===== src/rtl/game_pkg.sv =====
// ---------------------------------------------------------------------------
// game_pkg
// Purpose : Types and tuning constants shared by the projectile controllers
//           (archer today, mage/warrior later).
// Ports   : none (package)
// ---------------------------------------------------------------------------
package game_pkg;

  // Common life cycle of a single projectile
  typedef enum logic [1:0] {
    IDLE     = 2'd0,
    FLIGHT   = 2'd1,
    COOLDOWN = 2'd2
  } proj_state_t;

  localparam logic [1:0] ARCHER_CLASS = 2'd2;

  // Projectile tuning
  localparam int PROJ_SPEED           = 6;
  localparam int PROJ_VY_UP           = 8;
  localparam int PROJ_VY_MAX          = 8;
  localparam int PROJ_GRAV_DIV        = 4;
  localparam int PROJ_SPAWN_OFFSET    = 16;
  localparam int PROJ_RANGE_FRAMES    = 90;
  localparam int PROJ_COOLDOWN_FRAMES = 20;

  // Bits needed for a counter running 0 .. count-1 (never less than 1 bit)
  function automatic int cntWidth(input int count);
    return (count > 1) ? $clog2(count) : 1;
  endfunction

endpackage


===== src/rtl/vga_pkg.sv =====
// ---------------------------------------------------------------------------
// vga_pkg
// Purpose : Visible screen dimensions shared by every video-related block.
// Ports   : none (package)
// ---------------------------------------------------------------------------
package vga_pkg;

  localparam int HOR_PIXELS = 1024;
  localparam int VER_PIXELS = 768;

endpackage


===== src/rtl/edge_detect.sv =====
// ---------------------------------------------------------------------------
// edge_detect
// Purpose : Registered rising-edge detector for a 1-bit level input
//           (mouse buttons and similar). o_rise is a one-cycle pulse that
//           appears the cycle after i_level goes from 0 to 1.
// Ports   : clk      - system clock
//           rst      - synchronous, active-high reset
//           i_level  - level input to watch
//           o_rise   - registered rising-edge pulse
// ---------------------------------------------------------------------------
module edge_detect (
  input  logic clk,
  input  logic rst,
  input  logic i_level,
  output logic o_rise
);

  logic r_prev;
  logic r_rise;

  always_ff @(posedge clk) begin
    if (rst) begin
      r_prev <= 1'b0;
      r_rise <= 1'b0;
    end else begin
      r_prev <= i_level;
      r_rise <= i_level & ~r_prev;
    end
  end

  assign o_rise = r_rise;

endmodule


===== src/rtl/archer_projectile_ctrl.sv =====
// ---------------------------------------------------------------------------
// archer_projectile_ctrl
// Purpose : Control stage feeding archer_projectile_draw. Launches one arrow
//           per click while the archer class is playing, moves it along a
//           ballistic arc once per frame, retires it on a screen-edge exit,
//           a hit, a class change or the range limit, then blocks new shots
//           for a cooldown period.
// Ports   : clk                    - system clock
//           rst                    - synchronous, active-high reset
//           i_frame_tick           - one-cycle pulse per frame
//           i_game_active[1:0]     - nonzero while gameplay runs
//           i_char_class[1:0]      - selected class (ARCHER_CLASS = archer)
//           i_mouse_clicked        - left mouse button level
//           i_mouse_x/i_mouse_y    - cursor position
//           i_player_x/i_player_y  - player centre
//           i_hit                  - arrow struck a target (level)
//           o_pos_x_proj/_y_proj   - arrow centre
//           o_projectile_active    - arrow in flight
//           o_projectile_animated  - arrow drawable (after first flight frame)
//           o_flip_hor_archer      - 1 = arrow flies left
// ---------------------------------------------------------------------------
module archer_projectile_ctrl
  import game_pkg::*;
  import vga_pkg::*;
#(
  parameter int SPEED           = PROJ_SPEED,
  parameter int VY_UP           = PROJ_VY_UP,
  parameter int VY_MAX          = PROJ_VY_MAX,
  parameter int GRAV_DIV        = PROJ_GRAV_DIV,
  parameter int SPAWN_OFFSET    = PROJ_SPAWN_OFFSET,
  parameter int RANGE_FRAMES    = PROJ_RANGE_FRAMES,
  parameter int COOLDOWN_FRAMES = PROJ_COOLDOWN_FRAMES
) (
  input  logic        clk,
  input  logic        rst,
  input  logic        i_frame_tick,
  input  logic [1:0]  i_game_active,
  input  logic [1:0]  i_char_class,
  input  logic        i_mouse_clicked,
  input  logic [11:0] i_mouse_x,
  input  logic [11:0] i_mouse_y,
  input  logic [11:0] i_player_x,
  input  logic [11:0] i_player_y,
  input  logic        i_hit,
  output logic [11:0] o_pos_x_proj,
  output logic [11:0] o_pos_y_proj,
  output logic        o_projectile_active,
  output logic        o_projectile_animated,
  output logic        o_flip_hor_archer
);

  localparam int FRAME_W = cntWidth(RANGE_FRAMES);
  localparam int COOL_W  = cntWidth(COOLDOWN_FRAMES);
  localparam int GRAV_W  = cntWidth(GRAV_DIV);

  localparam logic signed [12:0] STEP_RIGHT = 13'(SPEED);
  localparam logic signed [12:0] STEP_LEFT  = 13'(-SPEED);
  localparam logic signed [12:0] HOR_LIM    = 13'(HOR_PIXELS);
  localparam logic signed [12:0] VER_LIM    = 13'(VER_PIXELS);
  localparam logic signed [5:0]  VY_LAUNCH  = 6'(-VY_UP);
  localparam logic signed [5:0]  VY_LIMIT   = 6'(VY_MAX);
  localparam logic [11:0]        SPAWN_DX   = 12'(SPAWN_OFFSET);

  localparam logic [FRAME_W-1:0] RANGE_LAST = FRAME_W'(RANGE_FRAMES - 1);
  localparam logic [COOL_W-1:0]  COOL_LAST  = COOL_W'(COOLDOWN_FRAMES - 1);
  localparam logic [GRAV_W-1:0]  GRAV_LAST  = GRAV_W'(GRAV_DIV - 1);

  // Current state and registered outputs
  proj_state_t         r_state;
  logic [11:0]         r_posX;
  logic [11:0]         r_posY;
  logic signed [5:0]   r_vy;
  logic [FRAME_W-1:0]  r_frameCnt;
  logic [GRAV_W-1:0]   r_gravCnt;
  logic [COOL_W-1:0]   r_coolCnt;
  logic                r_flip;
  logic                r_active;
  logic                r_animated;

  // Next-state values
  proj_state_t         w_stateNext;
  logic [11:0]         w_posXNext;
  logic [11:0]         w_posYNext;
  logic signed [5:0]   w_vyNext;
  logic [FRAME_W-1:0]  w_frameCntNext;
  logic [GRAV_W-1:0]   w_gravCntNext;
  logic [COOL_W-1:0]   w_coolCntNext;
  logic                w_flipNext;
  logic                w_activeNext;
  logic                w_animatedNext;

  // Candidate move, one bit wider than the screen so a step past 0 shows up
  // as a negative value instead of wrapping to a large coordinate
  logic                w_clickRise;
  logic signed [12:0]  w_nx;
  logic signed [12:0]  w_ny;
  logic                w_offScreen;
  logic                w_rangeDone;
  logic                w_classLost;
  logic signed [5:0]   w_vyFall;

  edge_detect u_clickEdge (
    .clk     (clk),
    .rst     (rst),
    .i_level (i_mouse_clicked),
    .o_rise  (w_clickRise)
  );

  assign w_nx = $signed({1'b0, r_posX}) + (r_flip ? STEP_LEFT : STEP_RIGHT);
  assign w_ny = $signed({1'b0, r_posY}) + $signed({{7{r_vy[5]}}, r_vy});

  assign w_offScreen = (w_nx < 13'sd0) || (w_nx >= HOR_LIM) ||
                       (w_ny < 13'sd0) || (w_ny >= VER_LIM);
  assign w_rangeDone = (r_frameCnt == RANGE_LAST);
  assign w_classLost = (i_char_class != ARCHER_CLASS);

  // Gravity only ever pulls downward and stops at the terminal speed
  assign w_vyFall = (r_vy >= VY_LIMIT) ? VY_LIMIT : r_vy + 6'sd1;

  // Next-state logic. Leaving gameplay overrides everything; within FLIGHT
  // a hit or class change retires the arrow before any frame movement.
  always_comb begin
    w_stateNext    = r_state;
    w_posXNext     = r_posX;
    w_posYNext     = r_posY;
    w_vyNext       = r_vy;
    w_frameCntNext = r_frameCnt;
    w_gravCntNext  = r_gravCnt;
    w_coolCntNext  = r_coolCnt;
    w_flipNext     = r_flip;
    w_activeNext   = r_active;
    w_animatedNext = r_animated;

    if (i_game_active == 2'd0) begin
      w_stateNext    = IDLE;
      w_posXNext     = '0;
      w_posYNext     = '0;
      w_vyNext       = '0;
      w_frameCntNext = '0;
      w_gravCntNext  = '0;
      w_coolCntNext  = '0;
      w_flipNext     = 1'b0;
      w_activeNext   = 1'b0;
      w_animatedNext = 1'b0;
    end else begin
      case (r_state)
        IDLE: begin
          if (w_clickRise && !w_classLost) begin
            w_stateNext    = FLIGHT;
            w_flipNext     = (i_mouse_x < i_player_x);
            w_posXNext     = (i_mouse_x < i_player_x) ? i_player_x - SPAWN_DX
                                                      : i_player_x + SPAWN_DX;
            w_posYNext     = i_player_y;
            w_vyNext       = (i_mouse_y < i_player_y) ? VY_LAUNCH : 6'sd0;
            w_frameCntNext = '0;
            w_gravCntNext  = '0;
            w_activeNext   = 1'b1;
            w_animatedNext = 1'b0;
          end
        end

        FLIGHT: begin
          if (i_hit || w_classLost ||
              (i_frame_tick && (w_offScreen || w_rangeDone))) begin
            w_stateNext    = COOLDOWN;
            w_coolCntNext  = '0;
            w_activeNext   = 1'b0;
            w_animatedNext = 1'b0;
          end else if (i_frame_tick) begin
            w_posXNext     = w_nx[11:0];
            w_posYNext     = w_ny[11:0];
            w_animatedNext = 1'b1;
            w_frameCntNext = r_frameCnt + 1'b1;
            if (r_gravCnt == GRAV_LAST) begin
              w_gravCntNext = '0;
              w_vyNext      = w_vyFall;
            end else begin
              w_gravCntNext = r_gravCnt + 1'b1;
            end
          end
        end

        COOLDOWN: begin
          if (i_frame_tick) begin
            if (r_coolCnt == COOL_LAST) begin
              w_stateNext   = IDLE;
              w_coolCntNext = '0;
            end else begin
              w_coolCntNext = r_coolCnt + 1'b1;
            end
          end
        end

        default: begin
          w_stateNext = IDLE;
        end
      endcase
    end
  end

  // State and output registers
  always_ff @(posedge clk) begin
    if (rst) begin
      r_state    <= IDLE;
      r_posX     <= '0;
      r_posY     <= '0;
      r_vy       <= '0;
      r_frameCnt <= '0;
      r_gravCnt  <= '0;
      r_coolCnt  <= '0;
      r_flip     <= 1'b0;
      r_active   <= 1'b0;
      r_animated <= 1'b0;
    end else begin
      r_state    <= w_stateNext;
      r_posX     <= w_posXNext;
      r_posY     <= w_posYNext;
      r_vy       <= w_vyNext;
      r_frameCnt <= w_frameCntNext;
      r_gravCnt  <= w_gravCntNext;
      r_coolCnt  <= w_coolCntNext;
      r_flip     <= w_flipNext;
      r_active   <= w_activeNext;
      r_animated <= w_animatedNext;
    end
  end

  assign o_pos_x_proj          = r_posX;
  assign o_pos_y_proj          = r_posY;
  assign o_projectile_active   = r_active;
  assign o_projectile_animated = r_animated;
  assign o_flip_hor_archer     = r_flip;

endmodule


===== config.mk =====
export PLATFORM = sky130hd
export DESIGN_NAME = archer_projectile_ctrl
export DESIGN_NICKNAME = d
export VERILOG_FILES = /design/src/rtl/game_pkg.sv /design/src/rtl/vga_pkg.sv /design/src/rtl/edge_detect.sv /design/src/rtl/archer_projectile_ctrl.sv
export SDC_FILE = /design/constraint.sdc
export NUM_CORES = 1
export LEC_CHECK = 0
export ABC_CLOCK_PERIOD_IN_PS = 6200
export CAP_MARGIN = 20
export CORE_MARGIN = 3
export CORE_UTILIZATION = 50
export DETAILED_ROUTE_END_ITERATION = 8
export PLACE_DENSITY = 0.84
export SYNTH_ARGS = -nofsm -noshare
export SYNTH_HDL_FRONTEND = slang
export SYNTH_SLANG_ARGS = --single-unit
export TNS_END_PERCENT = 100

===== constraint.sdc =====
create_clock -name clk -period 6.2 [get_ports clk]
set_clock_uncertainty 0.2 [all_clocks]
set_input_delay 0.93 -clock clk [delete_from_list [all_inputs] [get_ports clk]]
set_output_delay 0.93 -clock clk [all_outputs]
set_load 0.1 [all_outputs]

# ---- Word-level counts from Yosys, hierarchy flattened
# Cells that the tools add are included.
# Widths: inputs -> output; s select.
dict set report word_totals {
  ff_bits 51
}
dict set report classes {
  n_addsub 8
  magnitude_cmp 7
  eq_ne 14
  mux 42
  bitwise 2
  n_reduce_logical 21
}
# cell count
set ops {}
lappend ops {{$mux 12} 7}
lappend ops {{$pmux 12 s2} 2}
lappend ops {{$mux 6} 6}
lappend ops {{$lt 13x1->1 const B} 2}
lappend ops {{$lt 12x12->1} 2}
lappend ops {{$mux 7} 3}
lappend ops {{$mux 2} 8}
lappend ops {{$ne 2x2->1 const B} 8}
lappend ops {{$mux 5} 3}
lappend ops {{$pmux 7 s2} 1}
lappend ops {{$add 13x13->13} 1}
lappend ops {{$add 13x6->13} 1}
lappend ops {{$ge 13x11->1 const B} 1}
lappend ops {{$ge 13x12->1 const B} 1}
lappend ops {{$mux 13} 1}
lappend ops {{$add 12x5->12 const B} 1}
lappend ops {{$pmux 6 s2} 1}
lappend ops {{$sub 12x5->12 const B} 1}
lappend ops {{$pmux 5 s2} 1}
lappend ops {{$reduce_and 3->1} 3}
lappend ops {{$reduce_and 4->1} 2}
lappend ops {{$add 7x1->7 const B} 1}
lappend ops {{$eq 7x7->1 const B} 1}
lappend ops {{$add 6x2->6 const B} 1}
lappend ops {{other kinds (21)} 35}

# ---- Logic depth before layout (Yosys ltp)
# Gate-level depths: netlist (run 1).
dict set report depth {
  ltp_word 11
  mapped_depth 18
  depth_no_buf 18
}

# ---- Hierarchy
# From an unflattened synthesis (run 1), not the netlist that was laid out.
dict set report hier_totals {
  hier_cells 557
  hier_area_um2 4411.7
}
# mod instances cells_each area_per_inst_um2 seq_area_each_um2
set modules_own_cells {}
lappend modules_own_cells {archer_projectile_ctrl 1 553 4352.9 980.9}
lappend modules_own_cells {edge_detect 1 4 58.8 40.0}

# ---- Worst setup path before layout (run 1)
# No wires, ideal clock.
dict set report synth_timing {
  path_kind {input to register}
  from {in i_player_x[4]}
  to {reg r_posX[11] (netlist: o_pos_x_proj[11])}
  setup_time_ps 128
  t_arrival_ps 3804
  slack_ps 2068
  path_stages 18
  path_buffers 0
  path_cell_list {inv_1 -> ha_1 -> and2_1 -> o21ai_0 -> o21ai_0 -> o41ai_1 -> a21oi_1 -> inv_1 -> ha_1 -> a21o_1 -> a21oi_1 -> o21bai_1 -> a2111oi_0 -> nor3_1 -> xnor2_1 -> xnor2_1 -> a22oi_1 -> nor2_1}
}
dict set report synth_via {
  elab_chain_len 4
  elab_cells_between_ends 6
  classes_between {2 x add/sub; 1 x order compare; 3 x mux}
}
# element line_no
set synth_rtl {}
lappend synth_rtl {{start, declared} archer_projectile_ctrl.sv:42} ;# input logic [11:0] i_player_x,
lappend synth_rtl {{$add 12x5->12 (tied with other cells)} archer_projectile_ctrl.sv:152} ;# : i_player_x + SPAWN_DX;
lappend synth_rtl {{$mux 12 (*)} archer_projectile_ctrl.sv:151} ;# w_posXNext = (i_mouse_x < i_player_x) ? i_player_x - SPAWN_DX
lappend synth_rtl {{$mux 12 (*)} archer_projectile_ctrl.sv:148} ;# if (w_clickRise && !w_classLost) begin
lappend synth_rtl {{$pmux 12 s2 (*)} archer_projectile_ctrl.sv:146} ;# case (r_state)
lappend synth_rtl {{end signal, assigned} archer_projectile_ctrl.sv:216} ;# r_posX <= w_posXNext;
lappend synth_rtl {{end, declared} archer_projectile_ctrl.sv:70} ;# logic [11:0] r_posX;
# Mark *: on every way between the ends. The rest lies on a longest branch, timed or not. The select of a mux whose other input is x is not followed.
# A chain may end at the register's enable or synchronous reset.

# ---- Final worst setup path (run 1)
# Ends and elaborated chain as after synthesis.

==> impl_metrics.csv, run 1 <==
group,metric,value,unit
layout,antenna_cells,0,
sta,fin_tns_setup,0,ns
sta,layout_worst_path_cycle_share,0.7543,
worst_setup_path,cp.arrival,4.65,ns
clocking,cts.root.buffer_cell,"sky130_fd_sc_hd__clkbuf_8",
placed_design,place_area,5288,µm²
drt,detail_route.drc_violations,0,
global_route,first_pass_grt_wire_length,18500,µm
synthesis,synth.cell_area,4399,µm²
worst_setup_path,worst-path-max-fanout,6,
clocking,postCtsResizedCells,0,
status,status,"finished clean",
synthesis,postSynthCellCount,547,
sta,max-slew-margin-rel,0.3284,
placed_design,port_buffers,83,
die,fp-row-count,33,
clocking,numCtsBuffers,5,
worst_setup_path,critical_path.slowest_cell,"sky130_fd_sc_hd__clkdlybuf4s50_1",
synthesis,synth_flop_cell,"sky130_fd_sc_hd__dfxtp_1",
sta,grt_setup_unrepaired,"no",
global_route,gr-usage-all-layers,0.2208,
clocking,h_tree_level_count,2,
clocking,clock_tree_from_tritoncts,"done",
layout,final_nets,734,
synthesis,yosysSeqAreaShare,0.2321,
worst_setup_path,endpoint_kind,"register",
pwr,irDropWorstVdd,0.00009131,V
worst_setup_path,cell_chain_critical_path,"clkdlybuf4s50_1 -> inv_1 -> ha_1 -> and2_1 -> o21ai_0 -> o21ai_0 -> o41ai_1 -> a21oi_1 -> inv_1 -> ha_1 -> a21o_1 -> a21oi_1 -> o21bai_1 -> a2111oi_0 -> nor3_1 -> xnor2_1 -> xnor2_1 -> a22oi_1 -> nor2_1",
synthesis,avgSynthCellArea,8.042,µm²
worst_setup_path,worst_ep_required_time,6.18,ns
worst_setup_path,timing.rr.start,"r_vy[5]$_SDFFE_PP0P_",
sta,fmaxAchievable,213.8,MHz
sta,layout_min_cycle_time,4.677,ns
synthesis,yosysWarnings,0,
synthesis,synth_enable_flop_cells,0,
layout,layout_common_cells,"sky130_fd_sc_hd__clkdlybuf4s50_1, sky130_fd_sc_hd__nor2_1, sky130_fd_sc_hd__ha_1",
drt,ant_nets,0,
clocking,clock_sink_count,51,
worst_setup_path,worstSetupStartpointType,"input pin",
worst_setup_path,cp-startpoint,"i_player_x[4]",
min_path,timing.hold.worst.class,"register to register",
die,core_area,8382,µm²
sta,tightest_slew,1.004,ns
global_route,gr-total-overflow,0,
die,die_width,99.80,µm
synthesis,ys_seq_elements,51,
synthesis,asr_flop_ratio_synth,0,
drt,routed_wire_length_per_instance,15.11,µm
clocking,post_cts.repair.setup_buffers,0,
layout,layout.filler_cells,703,
layout,layout_commonest_cell,"sky130_fd_sc_hd__clkdlybuf4s50_1",
placed_design,detailed_place_hpwl,8395,µm
drt,detail_route.first_pass.iterations,5,
die,die_h,99.80,µm
die,design.portCount,84,
synthesis,ys_types,67,
pwr,p_leak,2.290,nW
drt,route.final.wire_length,10940,µm
global_route,number_of_antenna_violations_at_the_first_check_in_global_routing,0,
placed_design,place.gp.congestion,0.8860,
clocking,cts.hold.buffers_added,0,
clocking,worst_skew_pair_latency,0.33,ns
die,initial_utilization,0.5249,
worst_setup_path,cpPeakStageDelay,0.51,ns
min_path,hold_start,"u_clickEdge.r_prev$_SDFF_PP0_",
drt,detailroute.via_count,4254,
layout,layout-drive-gt1-share,0.05816,
global_route,first_global_vias,4115,
sta,report.final.setup_viol,0,
clocking,clkSlewWorstSetupHoldPaths,0.11,ns
worst_setup_path,path_delay_family,"compound AO/OA/AOI/OAI gates",
drt,vias_per_cell,5.876,
global_route,grt_start_max_net_pins,48,
drt,drt_iter0_drc,253,
die,dieArea,9960,µm²
clocking,maximum_buffer_depth_of_the_clock_tree,2,
sta,number_of_pins_exceeding_their_max_slew_limit_in_the_final_report,0,
run,max_cap_violations,0,
synthesis,mapped_nets,663,
worst_setup_path,timing.setup.critical_path_class,"input pin to register",
worst_setup_path,cp.buffers_inverters,3,
sta,report.final.hold_viol_count,0,
pwr,p_per_area,155.7,nW/µm²
layout,post-route-cell-area,5424,µm²
layout,areaGrowthSynthToFinish,23.29,%
==> layout make-up <==
class / count / area [µm²] / area share
clock buffer: 5 / 68.82 / 0.01269
clock inverter: 3 / 67.56 / 0.01246
sequential: 51 / 1021 / 0.1882
tap: 105 / 131.4 / 0.02422
timing repair buffer: 87 / 860.8 / 0.1587
multi-input combinational: 437 / 3139 / 0.5788
inverter: 36 / 135.1 / 0.02491
==> sequential cells by signal, summed over array words and instances, names as in the netlist, 2 cells and up <==
signal	cells
o_pos_x_proj	12
r_frameCnt	7
o_pos_y_proj	12
r_coolCnt	5
r_gravCnt	2
r_state	2
r_vy	6
==> final timing paths <==
check                           depth (start not counted)                       endpoint  slack (ns)
worst min-delay path                                    1  u_clickEdge.o_rise$_SDFF_PP0_        0.19
worst max register to register                         10     r_frameCnt[2]$_SDFFE_PP0P_        1.78
worst min register to register                          1  u_clickEdge.o_rise$_SDFF_PP0_        0.19
worst max-delay path                                   19  o_pos_x_proj[11]$_SDFFE_PP0P_        1.52
==> metrics by stage <==
step	total power (W)	hold slack (ns)	setup slack [ns]	std cells	util
after floorplan	0.0004918	0.1674	2.068	547	-
after CTS	0.0008458	0.1904	1.531	724	0.6471
after global placement	0.0005587	0.1742	1.290	716	0.6308
final	0.0008445	0.1890	1.523	724	0.6471
after detailed placement	0.0005654	0.1792	1.201	716	0.6308
after global routing	0.0008824	0.1965	1.199	724	0.6471
==> report_power, final <==
group / total, W / internal [W] / switching (W) / leakage [nW]
combinational: 0.000222 / 0.0000985 / 0.000124 / 1.81
clock: 0.000284 / 0.000161 / 0.000123 / 0.0644
sequential: 0.000338 / 0.000332 / 0.00000565 / 0.412
total: 0.000844 / 0.000592 / 0.000252 / 2.29
==> synthesized netlist by cell type, types with 2 or more instances <==
| cell type | number | area share |
|---|---|---|
| sky130_fd_sc_hd__a2111oi_0 | 3 | 0.0060 |
| sky130_fd_sc_hd__a211o_1 | 2 | 0.0040 |
| sky130_fd_sc_hd__a211oi_1 | 19 | 0.032 |
| sky130_fd_sc_hd__a211oi_2 | 4 | 0.011 |
| sky130_fd_sc_hd__a21o_1 | 15 | 0.026 |
| sky130_fd_sc_hd__a21oi_1 | 44 | 0.050 |
| sky130_fd_sc_hd__a21oi_2 | 3 | 0.0060 |
| sky130_fd_sc_hd__a221oi_1 | 2 | 0.0040 |
| sky130_fd_sc_hd__a31o_2 | 4 | 0.0080 |
| sky130_fd_sc_hd__a31oi_1 | 3 | 0.0043 |
| sky130_fd_sc_hd__and2_1 | 5 | 0.0071 |
| sky130_fd_sc_hd__and3_1 | 3 | 0.0043 |
| sky130_fd_sc_hd__buf_2 | 4 | 0.0046 |
| sky130_fd_sc_hd__buf_6 | 2 | 0.0051 |
| sky130_fd_sc_hd__clkbuf_1 | 17 | 0.015 |
| sky130_fd_sc_hd__dfxtp_1 | 51 | 0.23 |
| sky130_fd_sc_hd__fa_1 | 3 | 0.014 |
| sky130_fd_sc_hd__ha_1 | 56 | 0.16 |
| sky130_fd_sc_hd__inv_1 | 36 | 0.031 |
| sky130_fd_sc_hd__mux2i_1 | 10 | 0.023 |
| sky130_fd_sc_hd__nand2_1 | 41 | 0.035 |
| sky130_fd_sc_hd__nand2b_1 | 6 | 0.0085 |
| sky130_fd_sc_hd__nand3_1 | 19 | 0.022 |
| sky130_fd_sc_hd__nand3b_1 | 4 | 0.0068 |
| sky130_fd_sc_hd__nand4_1 | 7 | 0.010 |
| sky130_fd_sc_hd__nor2_1 | 59 | 0.050 |
| sky130_fd_sc_hd__nor2b_1 | 9 | 0.013 |
| sky130_fd_sc_hd__nor3_1 | 11 | 0.013 |
| sky130_fd_sc_hd__nor3b_1 | 2 | 0.0034 |
| sky130_fd_sc_hd__nor4b_1 | 2 | 0.0040 |
| sky130_fd_sc_hd__nor4bb_1 | 2 | 0.0046 |
| sky130_fd_sc_hd__o211a_1 | 2 | 0.0046 |
| sky130_fd_sc_hd__o21a_1 | 6 | 0.010 |
| sky130_fd_sc_hd__o21ai_0 | 23 | 0.026 |
| sky130_fd_sc_hd__o21bai_1 | 2 | 0.0034 |
| sky130_fd_sc_hd__o221ai_1 | 2 | 0.0040 |
| sky130_fd_sc_hd__o31ai_1 | 2 | 0.0034 |
| sky130_fd_sc_hd__o41ai_1 | 2 | 0.0040 |
| sky130_fd_sc_hd__or3_1 | 6 | 0.0085 |
| sky130_fd_sc_hd__or4_1 | 2 | 0.0034 |
| sky130_fd_sc_hd__xnor2_1 | 20 | 0.040 |
| sky130_fd_sc_hd__xor2_1 | 7 | 0.014 |
==> layer usage <==
metal  vias to the layer above  track usage  part of all wire
met4                         0      0.04517            0.0095
li1                       2130            -                 -
met5                         -            0                 0
met3                        10      0.03822             0.047
met1                      2000       0.2730              0.44
met2                       114       0.4012              0.51
==> logic make-up (layout without fill, tap and decap cells) <==
group,after synthesis,count (layout),synth area share
mux,10,10,0.02275
fa+ha+maj,59,59,0.1729
buf+inv,59,131,0.05489
simple gates,184,184,0.2045
xor+xnor,27,27,0.05375
flops,51,51,0.2321
compound gates,157,157,0.2591
(Power assumes the default switching activity.)
==> run 2, diff against run 1 <==
--- a/config.mk
+++ b/config.mk
@@ -5,7 +5,7 @@
 export SDC_FILE = /design/constraint.sdc
 export NUM_CORES = 1
 export LEC_CHECK = 0
-export ABC_CLOCK_PERIOD_IN_PS = 6200
+export ABC_CLOCK_PERIOD_IN_PS = 4500
 export CAP_MARGIN = 20
 export CORE_MARGIN = 3
 export CORE_UTILIZATION = 50
==> constraint.sdc (replaced) <==
create_clock -name clk -period 4.5 [get_ports clk]
set_clock_uncertainty 0.2 [all_clocks]
set_input_delay 0.675 -clock clk [delete_from_list [all_inputs] [get_ports clk]]
set_output_delay 0.675 -clock clk [all_outputs]
set_load 0.1 [all_outputs]
==> run 2 against run 1 <==
Cell area up 1.1%. Worst setup slack worse by 1.1 ns. Sequential share of layout area down 0.21 points. Via count up 0.21%. Global-route usage down 0.46 points. Routed wire length up 1.5%. Power up 32%. Cell count up 0.97%. First-iteration DRC count up 28%. Non-clock buffer count up 7.
==> impl_metrics.csv, run 2 (synthesis gave the netlist of run 1 again) <==
group,metric,value,unit
worst_setup_path,worst-path-max-fanout,2,
run,max_cap_violations,0,
drt,routed_wire_length_per_instance,15.18,µm
die,core_area,8382,µm²
min_path,timing.hold.worst.class,"register to register",
layout,layout-drive-gt1-share,0.07348,
worst_setup_path,critical_path.slowest_cell,"sky130_fd_sc_hd__clkdlybuf4s50_1",
die,dieArea,9960,µm²
global_route,first_global_vias,4107,
clocking,maximum_buffer_depth_of_the_clock_tree,2,
worst_setup_path,cell_chain_critical_path,"clkdlybuf4s50_1 -> inv_1 -> ha_1 -> a21o_1 -> a21oi_1 -> o21ai_0 -> o41ai_2 -> a21oi_1 -> inv_1 -> ha_1 -> a21o_1 -> a21oi_2 -> o21bai_1 -> a2111oi_2 -> nor3_1 -> xnor2_1 -> xnor2_1 -> a22oi_1 -> nor2_1",
clocking,clock_tree_from_tritoncts,"done",
drt,drt_iter0_drc,325,
placed_design,place.gp.congestion,0.8857,
global_route,grt_start_max_net_pins,40,
drt,detail_route.first_pass.iterations,5,
clocking,worst_skew_pair_latency,0.31,ns
global_route,gr-usage-all-layers,0.2162,
layout,layout_commonest_cell,"sky130_fd_sc_hd__clkdlybuf4s50_1",
die,die_h,99.80,µm
die,design.portCount,84,
worst_setup_path,worstSetupStartpointType,"input pin",
pwr,irDropWorstVdd,0.0001219,V
layout,layout.filler_cells,712,
sta,fmaxAchievable,243.8,MHz
sta,report.final.hold_viol_count,0,
clocking,clock_sink_count,51,
sta,number_of_pins_exceeding_their_max_slew_limit_in_the_final_report,0,
pwr,power,0.001116,W
worst_setup_path,timing.setup.critical_path_class,"input pin to register",
drt,ant_nets,0,
pwr,p_leak,2.336,nW
sta,layout_worst_path_cycle_share,0.9115,
worst_setup_path,cpPeakStageDelay,0.48,ns
drt,detailroute.via_count,4263,
layout,final_nets,741,
placed_design,detailed_place_hpwl,8543,µm
die,die_width,99.80,µm
clocking,clkSlewWorstSetupHoldPaths,0.10,ns
drt,route.final.wire_length,11100,µm
layout,layout_common_cells,"sky130_fd_sc_hd__clkdlybuf4s50_1, sky130_fd_sc_hd__nor2_1, sky130_fd_sc_hd__ha_1",
layout,antenna_cells,0,
global_route,first_pass_grt_wire_length,18000,µm
sta,max-slew-margin-rel,0.3321,
drt,detail_route.drc_violations,0,
clocking,h_tree_level_count,2,
worst_setup_path,worst_ep_required_time,4.48,ns
global_route,gr-total-overflow,0,
clocking,post_cts.repair.setup_buffers,0,
sta,report.final.setup_viol,0,
placed_design,port_buffers,83,
worst_setup_path,endpoint_kind,"register",
sta,tightest_slew,0.9987,ns
worst_setup_path,path_delay_family,"compound AO/OA/AOI/OAI gates",
global_route,number_of_antenna_violations_at_the_first_check_in_global_routing,0,
status,status,"finished clean",
die,fp-row-count,33,
sta,layout_min_cycle_time,4.102,ns
worst_setup_path,cp.buffers_inverters,3,
layout,final_cells,731,
layout,regArea,1021,µm²
sta,grt_setup_unrepaired,"no",
clocking,cts.root.buffer_cell,"sky130_fd_sc_hd__clkbuf_8",
clocking,postCtsResizedCells,0,
pwr,p_per_area,203.5,nW/µm²
drt,vias_per_cell,5.832,
clocking,numCtsBuffers,5,
die,initial_utilization,0.5249,
sta,holdWs,0.2005,ns
placed_design,placed_cells_incl_taps,723,
layout,areaGrowthSynthToFinish,24.69,%
clocking,cts.hold.buffers_added,0,
sta,fin_tns_setup,0,ns
worst_setup_path,cp.arrival,4.08,ns
layout,area_of_combinational_cells_with_multiple_inputs,3157,µm²
run 2: path summary, 6_finish.rpt:
kind | from | end | slack (ns) | cells after the start
worst max register to register | r_vy[5]$_SDFFE_PP0P_ | o_pos_y_proj[10]$_SDFFE_PP0P_ | 0.49 | 11
worst min-delay path | u_clickEdge.r_prev$_SDFF_PP0_ | u_clickEdge.o_rise$_SDFF_PP0_ | 0.20 | 1
worst min register to register | u_clickEdge.r_prev$_SDFF_PP0_ | u_clickEdge.o_rise$_SDFF_PP0_ | 0.20 | 1
worst max-delay path | i_player_x[1] | o_pos_x_proj[11]$_SDFFE_PP0P_ | 0.40 | 19
run 2: final cells by class:
class | instances | area share
Tap cell | 105 | 0.02395
Sequential cell | 51 | 0.1861
Clock inverter | 3 | 0.007984
Inverter | 36 | 0.02464
Timing Repair Buffer | 94 | 0.1693
Clock buffer | 5 | 0.01255
Multi-Input combinational cell | 437 | 0.5755
run 2: power breakdown:
group	switching [W]	internal [W]	total, W
Combinational	0.000174	0.000144	0.000318
Sequential	0.00000700	0.000458	0.000465
Clock	0.000167	0.000166	0.000333
run 2: through the flow:
stage	utilization	area, µm²	worst slack (ns)
after detailed placement	0.6386	5353	0.01409
after global routing	0.6544	5485	0.06797
after global placement	0.6386	5353	0.09507
final	0.6544	5485	0.3983
after CTS	0.6520	5465	0.3109
after floorplan	-	4399	0.5699
run 2: worst reg2reg max path, cell delays in order (launching register included):
cell,delay (ns)
sky130_fd_sc_hd__dfxtp_1,0.73
sky130_fd_sc_hd__ha_1,0.40
sky130_fd_sc_hd__a21o_1,0.21
sky130_fd_sc_hd__a21oi_2,0.25
sky130_fd_sc_hd__o21a_1,0.18
sky130_fd_sc_hd__o221ai_1,0.14
sky130_fd_sc_hd__nor4b_1,0.42
sky130_fd_sc_hd__nor4b_1,0.47
sky130_fd_sc_hd__a21o_2,0.41
sky130_fd_sc_hd__buf_4,0.28
sky130_fd_sc_hd__nor2_1,0.06
sky130_fd_sc_hd__a211oi_1,0.20
run 2: metal layers:
metal	part of all wire	track usage	wire [µm]
met1	0.44	0.2708	4884
met5	0	0	0
met4	0.026	0.08088	285
met2	0.49	0.3766	5442
met3	0.044	0.02919	487
